$ cat config.mk
export PLATFORM = sky130hd
export DESIGN_NAME = fpio_pace_ctrl
export DESIGN_NICKNAME = d
export VERILOG_FILES = /design/src/rtl/fpio_pace_ctrl.sv
export SDC_FILE = /design/constraint.sdc
export NUM_CORES = 1
export LEC_CHECK = 0
export ABC_AREA = 1
export CORE_UTILIZATION = 45
export DETAILED_ROUTE_END_ITERATION = 7
export HOLD_SLACK_MARGIN = 0.02
export PLACE_DENSITY_LB_ADDON = 0.25
export SYNTH_ARGS = -nofsm -noshare
export SYNTH_HDL_FRONTEND = slang
export SYNTH_SLANG_ARGS = --single-unit
$ cat constraint.sdc
create_clock -name clk -period 2.3 [get_ports clk]
set_input_delay 0.345 -clock clk [delete_from_list [all_inputs] [get_ports clk]]
set_output_delay 0.345 -clock clk [all_outputs]
set_load 0.01 [all_outputs]
$ cat src/rtl/fpio_pace_ctrl.sv
// Paced byte sequencer between the fpio host FIFOs and the external pin interface.
// TX drains the host FIFO with a programmable inter-byte gap; RX pushes bytes and tracks overruns.
module fpio_pace_ctrl #(
  parameter int unsigned FIFO_BITS  = 8,
  parameter int unsigned DATA_WIDTH = 8,
  parameter int unsigned DIV_WIDTH  = 32
) (
  input  logic                  clk,
  input  logic                  rst,
  input  logic                  en,
  input  logic [DIV_WIDTH-1:0]  divisor,
  input  logic [FIFO_BITS:0]    irq_thresh,
  input  logic                  irq_clr,
  input  logic [FIFO_BITS:0]    tx_count,
  input  logic [DATA_WIDTH-1:0] tx_data,
  output logic                  tx_pop,
  output logic [DATA_WIDTH-1:0] ext_data_o,
  output logic                  ext_valid_o,
  input  logic                  ext_ready_i,
  input  logic                  rx_valid_i,
  input  logic [DATA_WIDTH-1:0] rx_data_i,
  input  logic [FIFO_BITS:0]    rx_free,
  input  logic [FIFO_BITS:0]    rx_count,
  output logic                  rx_push,
  output logic [DATA_WIDTH-1:0] rx_wdata,
  output logic [15:0]           ovr_cnt,
  output logic                  busy,
  output logic                  irq
);

  localparam int unsigned OVR_W = 16;

  localparam logic [2:0] S_IDLE    = 3'd0;
  localparam logic [2:0] S_POP     = 3'd1;
  localparam logic [2:0] S_WAIT    = 3'd2;
  localparam logic [2:0] S_PRESENT = 3'd3;
  localparam logic [2:0] S_GAP     = 3'd4;

  logic [2:0]            state_q, state_d;
  logic [DIV_WIDTH-1:0]  gap_q, gap_d;
  logic [DATA_WIDTH-1:0] ext_data_q, ext_data_d;
  logic                  tx_pop_q, tx_pop_d;
  logic                  ext_valid_q, ext_valid_d;
  logic                  busy_q, busy_d;
  logic                  sticky_q, sticky_d;
  logic [OVR_W-1:0]      ovr_cnt_q, ovr_cnt_d;
  logic                  irq_q, irq_d;
  logic                  ovr_event;

  // TX sequencing; strobes are registered from the next state so they line up with it
  always_comb begin
    state_d    = state_q;
    gap_d      = gap_q;
    ext_data_d = ext_data_q;
    case (state_q)
      S_IDLE:    if (en && (tx_count != '0)) state_d = S_POP;
      S_POP:     state_d = S_WAIT;
      S_WAIT: begin
        ext_data_d = tx_data;
        state_d    = S_PRESENT;
      end
      S_PRESENT: begin
        if (ext_ready_i) begin
          if (divisor != '0) begin
            gap_d   = divisor - DIV_WIDTH'(1);
            state_d = S_GAP;
          end else begin
            state_d = S_IDLE;
          end
        end
      end
      S_GAP: begin
        if (gap_q == '0) state_d = S_IDLE;
        else             gap_d   = gap_q - DIV_WIDTH'(1);
      end
      default:   state_d = S_IDLE;
    endcase
    tx_pop_d    = (state_d == S_POP);
    ext_valid_d = (state_d == S_PRESENT);
    busy_d      = (state_d != S_IDLE);
  end

  // RX overrun tracking and interrupt level; a new overrun wins over irq_clr
  always_comb begin
    ovr_event = rx_valid_i && (rx_free == '0);
    sticky_d  = sticky_q;
    if (irq_clr)   sticky_d = 1'b0;
    if (ovr_event) sticky_d = 1'b1;
    ovr_cnt_d = ovr_cnt_q;
    if (ovr_event && (ovr_cnt_q != {OVR_W{1'b1}})) ovr_cnt_d = ovr_cnt_q + OVR_W'(1);
    irq_d = sticky_d || ((irq_thresh != '0) && (rx_count >= irq_thresh));
  end

  always_ff @(posedge clk) begin
    if (rst) begin
      state_q     <= S_IDLE;
      gap_q       <= '0;
      ext_data_q  <= '0;
      tx_pop_q    <= 1'b0;
      ext_valid_q <= 1'b0;
      busy_q      <= 1'b0;
      sticky_q    <= 1'b0;
      ovr_cnt_q   <= '0;
      irq_q       <= 1'b0;
    end else begin
      state_q     <= state_d;
      gap_q       <= gap_d;
      ext_data_q  <= ext_data_d;
      tx_pop_q    <= tx_pop_d;
      ext_valid_q <= ext_valid_d;
      busy_q      <= busy_d;
      sticky_q    <= sticky_d;
      ovr_cnt_q   <= ovr_cnt_d;
      irq_q       <= irq_d;
    end
  end

  assign tx_pop      = tx_pop_q;
  assign ext_data_o  = ext_data_q;
  assign ext_valid_o = ext_valid_q;
  assign busy        = busy_q;
  assign ovr_cnt     = ovr_cnt_q;
  assign irq         = irq_q;
  assign rx_push     = rx_valid_i && (rx_free != '0);
  assign rx_wdata    = rx_data_i;

endmodule

==> impl_results.md, run 1 <==
- Result of the run: finished clean
- Final WL: approximately 13000 um
- Number of sinks driven by the clock tree: between 60 and 70
- Overflow left after global routing: 0
- Wire length of the first global-routing pass: 22500 um
- Critical path required time: 2550 ps
- Slowest stage cell on the critical path: dfxtp_2
- Post-place instance area: approximately 6100 um2
- Placer Congestion: 0.962
- Vertical die dimension: ~110 um
- Primary flip-flop cell chosen by synthesis mapping: dfxtp_1
- Final routed DRC violation total: 0
- Fmax: a little under 0.5 GHz
- Filler Cell Count: 1048
- Final hold vios: 0
- Root cell of the clock tree: clkbuf_8
- Most repeated cell in the gate-level netlist after synthesis: nand2_1
- WP buf/inv: 2
- Buffer depth of the longest clock path: 2
- Post-route minimum period: around 2000 ps
- Highest net fanout along the worst path: 14
- Finished layout cell area: 6300 um2
- Switching part of the total power: 0.295
- Critical R2R Capture: gap_q[30]
- Internal power: ~2.1 mW
- Post-Synthesis Cell Area: 4820 um2
- Cells traversed along the worst timing path: nor2_4 -> buf_4 -> nand3_1 -> nand2_1 -> ha_1 -> nand3_1 -> nor2_2 -> nand2_2 -> nor2_2 -> nand2_1 -> nand2_1 -> nand3_1 -> nand2_1 -> inv_1
- Count of input and output buffers: 110
- Part of the Yosys area used for sequential elements: 0.266
- GRT Total Usage: 0.252
- Worst hold path startpoint: gap_q[0]
- Post-synth top area cell: dfxtp_1
- Post-CTS setup buffer count: 0
- Top-area cell type share of the netlist area: 0.266
- Largest cells by area after synthesis: dfxtp_1 (27%), nand2_1 (18%), inv_1 (11%)
- WP depth: 14
- EDFF count, synth: 0
- Seq pwr share: 0.399
- Power share of the combinational group: 0.214
- Cell total after placement: 1061
- Pins Over Slew Limit: 0
- Critical path data arrival time: 2310 ps
- Startpoint of the worst-slack reg-to-reg timing path: state_q[0]
- Effective utilization at floorplan: 0.465
- NumNets Final: 1037
- End of the critical path: gap_q[30]
- Clock slew at reported path FFs: roughly 80 ps
- Clock latency on the worst-skew pair: between 300 and 400 ps
- Leakage: 2.95 nW
- CP peak stage delay: 360 ps
- Diodes inserted: 0
- Path type of the worst setup path: reg -> reg
- RSZ-0062 raised after global routing: no
- Total vias in the final route: between 5000 and 6000
- Setup TNS: 0 ps
- Share of power burned in the clock network: 0.388
- Maximum number of pins on one net before global-route repair: 32
- Antenna violations before repair: 0
- CP Launch Type: flop
- Total power per unit cell area: ~470 nW/um2
- Yosys synthesis warning count: 0
- Post-Synthesis Cells: 824
- Number of register bits inferred by synthesis: between 60 and 70
- Standard cell core area: ~10000 um2
- Power dissipated by switching net loads: between 800 and 900 uW
- Die boundary width: 106 um
- Worst-margin pin slew: ~400 ps
- Count of distinct cell types in the synthesized netlist: 35
- Worst setup slack after layout: approximately 240 ps
- Number of design-rule violations left by the first detailed-router iteration: between 300 and 400
- Detailed-router iteration count before antenna repair: 5
- H-tree level count: 3
- Synthesized net count: slightly above 900
- Overall die area: about 11000 um2
- Fraction of the cycle the final worst path needs: 0.896
- Share of cells above drive strength 1: 0.0723
- Final Instance Count excl. Fillers: roughly 1100
- Synthesis-to-layout area growth: 30.7%
- Post-Synthesis Mean Instance Area: a little under 6 um2
- Final-report setup violation count: 0
- Crit path max-delay family: simple AND/OR/NAND/NOR gates
- Worst max-slew margin expressed relative to the limit: 0.731
- Cell repeated most along the worst path: nand2_1
- Ratio of routed vias to standard cells: between 4 and 5
- Most instantiated cells after synthesis: nand2_1 (226), inv_1 (137), nor2_1 (110), nand3_1 (88), dfxtp_1 (64)
- Clock tree skew after final layout: 17.2 ps
- Via count of the first global-routing pass: approximately 5000
- Count of max-cap constraint violations: 0
- CTS tree: built
- Number of ports placed on the die boundary: between 100 and 150
- CTS Buf Count: 9
- Number of nets with antenna violations after routing: 0
- Worst hold path cell count: 2
- Post-placement worst setup slack: 111 ps
- Min Hold Slack: a little under 500 ps
- HPWL reported at the end of detailed placement: a little over 10000 um
- Share of synthesized registers carrying an async set or reset: 0
- IR Drop Worst-Case VDD: slightly below 0.3 mV
- Critical path capture point type: flop
- Register-to-Register Setup Slack: between 200 and 250 ps
- Worst hold path type: reg -> reg
- Launching instance or port of the critical path: state_q[0]
- Post-DR wirelength/cell: 12.3 um
- Number of cell rows: 37
- R2R cell count: 14
[metrics by stage]
stage                     utilization  power [mW]
after floorplan                     -        1.56
after global placement          0.586        1.82
after detailed placement        0.586        1.83
after CTS                       0.608        2.97
after global routing            0.608        3.10
final                           0.608        2.95
[routing by layer]
layer / GRT usage / up-vias / part of all wire
met5: 0 / - / 0
met4: 0.0962 / 0 / 0.025
met3: 0.0501 / 24 / 0.070
met2: 0.442 / 189 / 0.47
met1: 0.301 / 2342 / 0.44
li1: - / 2805 / -
[final cells by class]
cell class	count	area, um2	area share
multi-input combinational	591	2820	0.447
sequential	64	1280	0.204
timing repair buffer	131	1280	0.204
inverter	139	522	0.0828
tap	136	170	0.0270
clock buffer	9	124	0.0196
clock inverter	7	104	0.0165
[sequential cells by signal, indices dropped and copies added, names as in the netlist]
signal       flops
ext_data_o       8
tx_pop           1
busy             1
gap_q           32
state_q          3
ext_valid_o      1
irq              1
ovr_cnt         16
sticky_q         1
[tightest hold or removal path: stages (launching register included)]
cell	delay [ps]
dfxtp_1	330
nand2_1	60
a21oi_1	50
[worst min path at each step]
stage	end	slack (ps)
5_1_grt	ovr_cnt[15]	540
6_report	gap_q[0]	490
3_5_place_dp	gap_q[0]	470
3_3_place_gp	gap_q[0]	470
4_1_cts	gap_q[0]	490
2_1_floorplan	gap_q[0]	450
[cells by family (layout without fill, tap and decap cells)]
kind of cell,after synthesis,count (layout),synth area share
buffers and inverters,169,286,0.150
AOI/OAI and AO/OA,77,77,0.0859
xor gates and xnor gates,13,13,0.0236
DFF,64,64,0.266
adders and majority gates,11,11,0.0285
and+or+nand+nor,490,490,0.446
[power by group through the flow]
| stage | Clock (mW) | Sequential, mW | Combinational [mW] |
|---|---|---|---|
| floorplan | 0 | 1.21 | 0.353 |
| global placement | 0 | 1.20 | 0.623 |
| detailed placement | 0 | 1.20 | 0.627 |
| CTS | 1.16 | 1.17 | 0.630 |
| global route | 1.22 | 1.18 | 0.703 |
| finish | 1.14 | 1.17 | 0.630 |
[placed cells by master (no fill, tap or decap), types with 2 or more instances in the layout]
cell type,netlist,routed
clkbuf_8,0,9
a21oi_1,24,24
nand2_1,226,226
buf_12,0,2
a31oi_1,2,2
nor3_1,5,5
inv_6,0,2
o21ai_2,2,2
dfxtp_1,64,62
o21ai_1,1,2
o21bai_1,4,4
buf_4,11,19
nor2_4,5,5
xnor2_1,6,6
nor3b_1,3,3
clkdlybuf4s50_1,0,110
clkinv_4,0,3
nand3b_1,2,2
inv_1,137,137
o21ai_0,41,40
dfxtp_2,0,2
nand4_1,23,23
bufinv_16,0,2
nand3_1,88,88
nand2_2,7,7
ha_1,11,11
nor4_1,6,6
xor2_1,7,7
nor2_2,10,10
nor2_1,110,110
inv_2,2,2
[what timing repair did]
item | in CTS | in global routing
hold endpoints to repair | 0 | 0
setup endpoints to repair | 0 | 13
hold buffers | 0 | 0
gates resized for setup | 0 | 3
No activity file was read; power rests on OpenSTA's default activity.
==> inputs of run 2 (changes only) <==
--- a/config.mk
+++ b/config.mk
@@ -6,7 +6,9 @@
 export NUM_CORES = 1
 export LEC_CHECK = 0
 export ABC_AREA = 1
-export CORE_UTILIZATION = 45
+export CELL_PAD_IN_SITES_DETAIL_PLACEMENT = 0
+export CELL_PAD_IN_SITES_GLOBAL_PLACEMENT = 1
+export CORE_UTILIZATION = 30
 export DETAILED_ROUTE_END_ITERATION = 7
 export HOLD_SLACK_MARGIN = 0.02
 export PLACE_DENSITY_LB_ADDON = 0.25
==> run 2 against run 1 <==
Compared with the run above: critical path depth did not move; worst hold slack got worse by 5.9 ps; clock skew fell by 6.2 ps; design area rose by 4.5%; maximum frequency rose by 0.84%; combinational power rose by 4.0%; clock power rose by 37%; critical endpoint is now gap_q[28]; highest routed layer unchanged.
==> impl_results.md, run 2 (synthesized netlist as in run 1, its figures left out) <==
- Result of the run: finished clean
- Worst hold path cell count: 2 (unchanged)
- Vertical die dimension: 129 um (+22%)
- Standard cell core area: 15400 um2 (+49%)
- Number of cell rows: 45 (+22%)
- Final routed DRC violation total: 0 (unchanged)
- Post-DR wirelength/cell: 13.2 um (+7.0%)
- Overflow left after global routing: 0 (unchanged)
- Die boundary width: 129 um (+22%)
- Post-cts gate resize count: 0 (unchanged)
- Setup TNS: 0 ps (unchanged)
- Fmax: 0.490 GHz (+0.84%)
- HPWL reported at the end of detailed placement: 12200 um (+19%)
- Cells traversed along the worst timing path: nor2_4 -> buf_4 -> nand3_1 -> nand2_1 -> ha_1 -> nand3_1 -> inv_1 -> nand2_1 -> nor2_2 -> nand2_1 -> nand2_1 -> nand3_1 -> nand2_1 -> inv_1
- CP Launch Type: flop
- Maximum number of pins on one net before global-route repair: 23 (-28%)
- Total power: 3.39 mW (+15%)
- CTS Buf Count: 9 (unchanged)
- Effective utilization at floorplan: 0.313 (-0.152)
- H-tree level count: 3 (unchanged)
- Reg with most FFs: gap_q
- CTS tree: built
- Total vias in the final route: 5319 (-0.76%)
- Fraction of the cycle the final worst path needs: 0.888 (-0.00750)
- Via count of the first global-routing pass: 5237 (+4.5%)
- Register-to-Register Setup Slack: 260 ps (+20 ps)
- Leakage: 3.05 nW (+3.3%)
- Share of cells above drive strength 1: 0.0831 (+0.0108)
- Finished layout cell area: 6590 um2 (+4.5%)
- Clock latency on the worst-skew pair: 350 ps (about the same)
- Cell repeated most along the worst path: nand2_1
- Number of ports placed on the die boundary: 127 (unchanged)
- Critical R2R Capture: gap_q[28]
- Overall die area: 16600 um2 (+49%)
- WP buf/inv: 3 (+1)
- Final hold vios: 0 (unchanged)
- Worst-margin pin slew: 465 ps (+64.1 ps)
- Critical path required time: 2560 ps (about the same)
- Commonest non-fill, non-tap cell in the layout: nand2_1
- Detailed-router iteration count before antenna repair: 4 (-1)
- Number of flip-flops in the largest register: 32 (unchanged)
- CP peak stage delay: 350 ps (about the same)
- Pins Over Slew Limit: 0 (unchanged)
- Path type of the worst setup path: reg -> reg
- Final-report setup violation count: 0 (unchanged)
- Diodes inserted: 0 (unchanged)
- Count of max-cap constraint violations: 0 (unchanged)
- Post-CTS setup buffer count: 0 (unchanged)
- Quantity of hold-fixing buffers added after cts: 0 (unchanged)
- Worst hold path startpoint: gap_q[0]
- RSZ-0062 raised after global routing: no
- Buffer depth of the longest clock path: 2 (unchanged)
- Number of sinks driven by the clock tree: 64 (unchanged)
- GRT Total Usage: 0.195 (-0.0562)
- Synthesis-to-layout area growth: 36.6%
- Wire length of the first global-routing pass: 25100 um (+12%)
- NumNets Final: 1047 (+0.96%)
- Critical path capture point type: flop
- Post-place instance area: 6260 um2 (+3.0%)
- Placer Congestion: 0.840 (-13%)
- Number of nets with antenna violations after routing: 0 (unchanged)
- Final WL: 15300 um (+15%)
- Root cell of the clock tree: clkbuf_16
- Highest net fanout along the worst path: 14 (unchanged)
- Antenna violations before repair: 0 (unchanged)
- Crit path max-delay family: simple AND/OR/NAND/NOR gates
- Commonest cells after routing, fill and taps aside: nand2_1 (226), inv_1 (137), nor2_1 (110), clkdlybuf4s50_1 (110), nand3_1 (88)
- Hold-critical path endpoint: gap_q[0]
- Ratio of routed vias to standard cells: 4.58 (-8.0%)
- Slowest stage cell on the critical path: dfxtp_2
- Worst hold path type: reg -> reg
- Number of design-rule violations left by the first detailed-router iteration: 162 (-46%)
- Clock tree skew after final layout: 11.0 ps (-6.20 ps)
- Count of input and output buffers: 110 (unchanged)
- Critical path data arrival time: 2300 ps (about the same)
- IR Drop Worst-Case VDD: 0.306 mV (+4.4%)
- R2R cell count: 14 (unchanged)
- Post-route minimum period: 2040 ps (-17.3 ps)
- Worst max-slew margin expressed relative to the limit: 0.688 (-0.0431)
- Total power per unit cell area: 515 nW/um2 (+10%)
- Clock slew at reported path FFs: 70 ps (about the same)
- Startpoint of the worst-slack reg-to-reg timing path: state_q[0]
-- run 2: cell type report --
| cell class | instances | area (um2) |
|---|---|---|
| clock buffers | 9 | 225 |
| clock inverters | 7 | 103 |
| fillers | 1747 | 8840 |
| inverters | 139 | 522 |
| multi-input cells | 591 | 2820 |
| flip-flops and latches | 64 | 1280 |
| well taps | 211 | 264 |
| repair buffers | 141 | 1370 |
-- run 2: metal layers --
layer  wire, um  share of wire  global-route usage
met1       7100           0.46               0.238
met2       7020           0.46               0.328
met3        727          0.047              0.0358
met4        478          0.031               0.103
met5          0              0                   0
-- run 2: worst max-delay path by stage --
stage | from | to | cells past startpoint
2_1_floorplan | state_q[0] | gap_q[30] | 15
3_3_place_gp | divisor[0] | gap_q[24] | 14
5_1_grt | state_q[0] | gap_q[16] | 12
3_5_place_dp | divisor[0] | gap_q[30] | 14
6_report | state_q[0] | gap_q[28] | 14
4_1_cts | state_q[2] | gap_q[28] | 13
-- run 2: stage by stage --
stage	hold slack, ps	util	setup slack (ps)	std cells
final	485	0.427	257	1162
after global routing	507	0.427	9.96	1162
after CTS	487	0.427	208	1162
after detailed placement	479	0.406	50.9	1146
after global placement	471	0.406	86.4	1146
after floorplan	450	-	121	824
-- run 2: power breakdown --
part,switching [mW],total [mW],internal [mW]
Combinational,0.343,0.655,0.312
Sequential,0.0220,1.18,1.16
Clock,0.596,1.56,0.963
-- run 2: worst register-to-register path: cells and delay by family, from the launching register on --
kind | cells | cell delay [ps]
buffers and inverters | 3 | 350
DFF | 1 | 350
adders and majority gates | 1 | 190
and+or+nand+nor | 10 | 1070
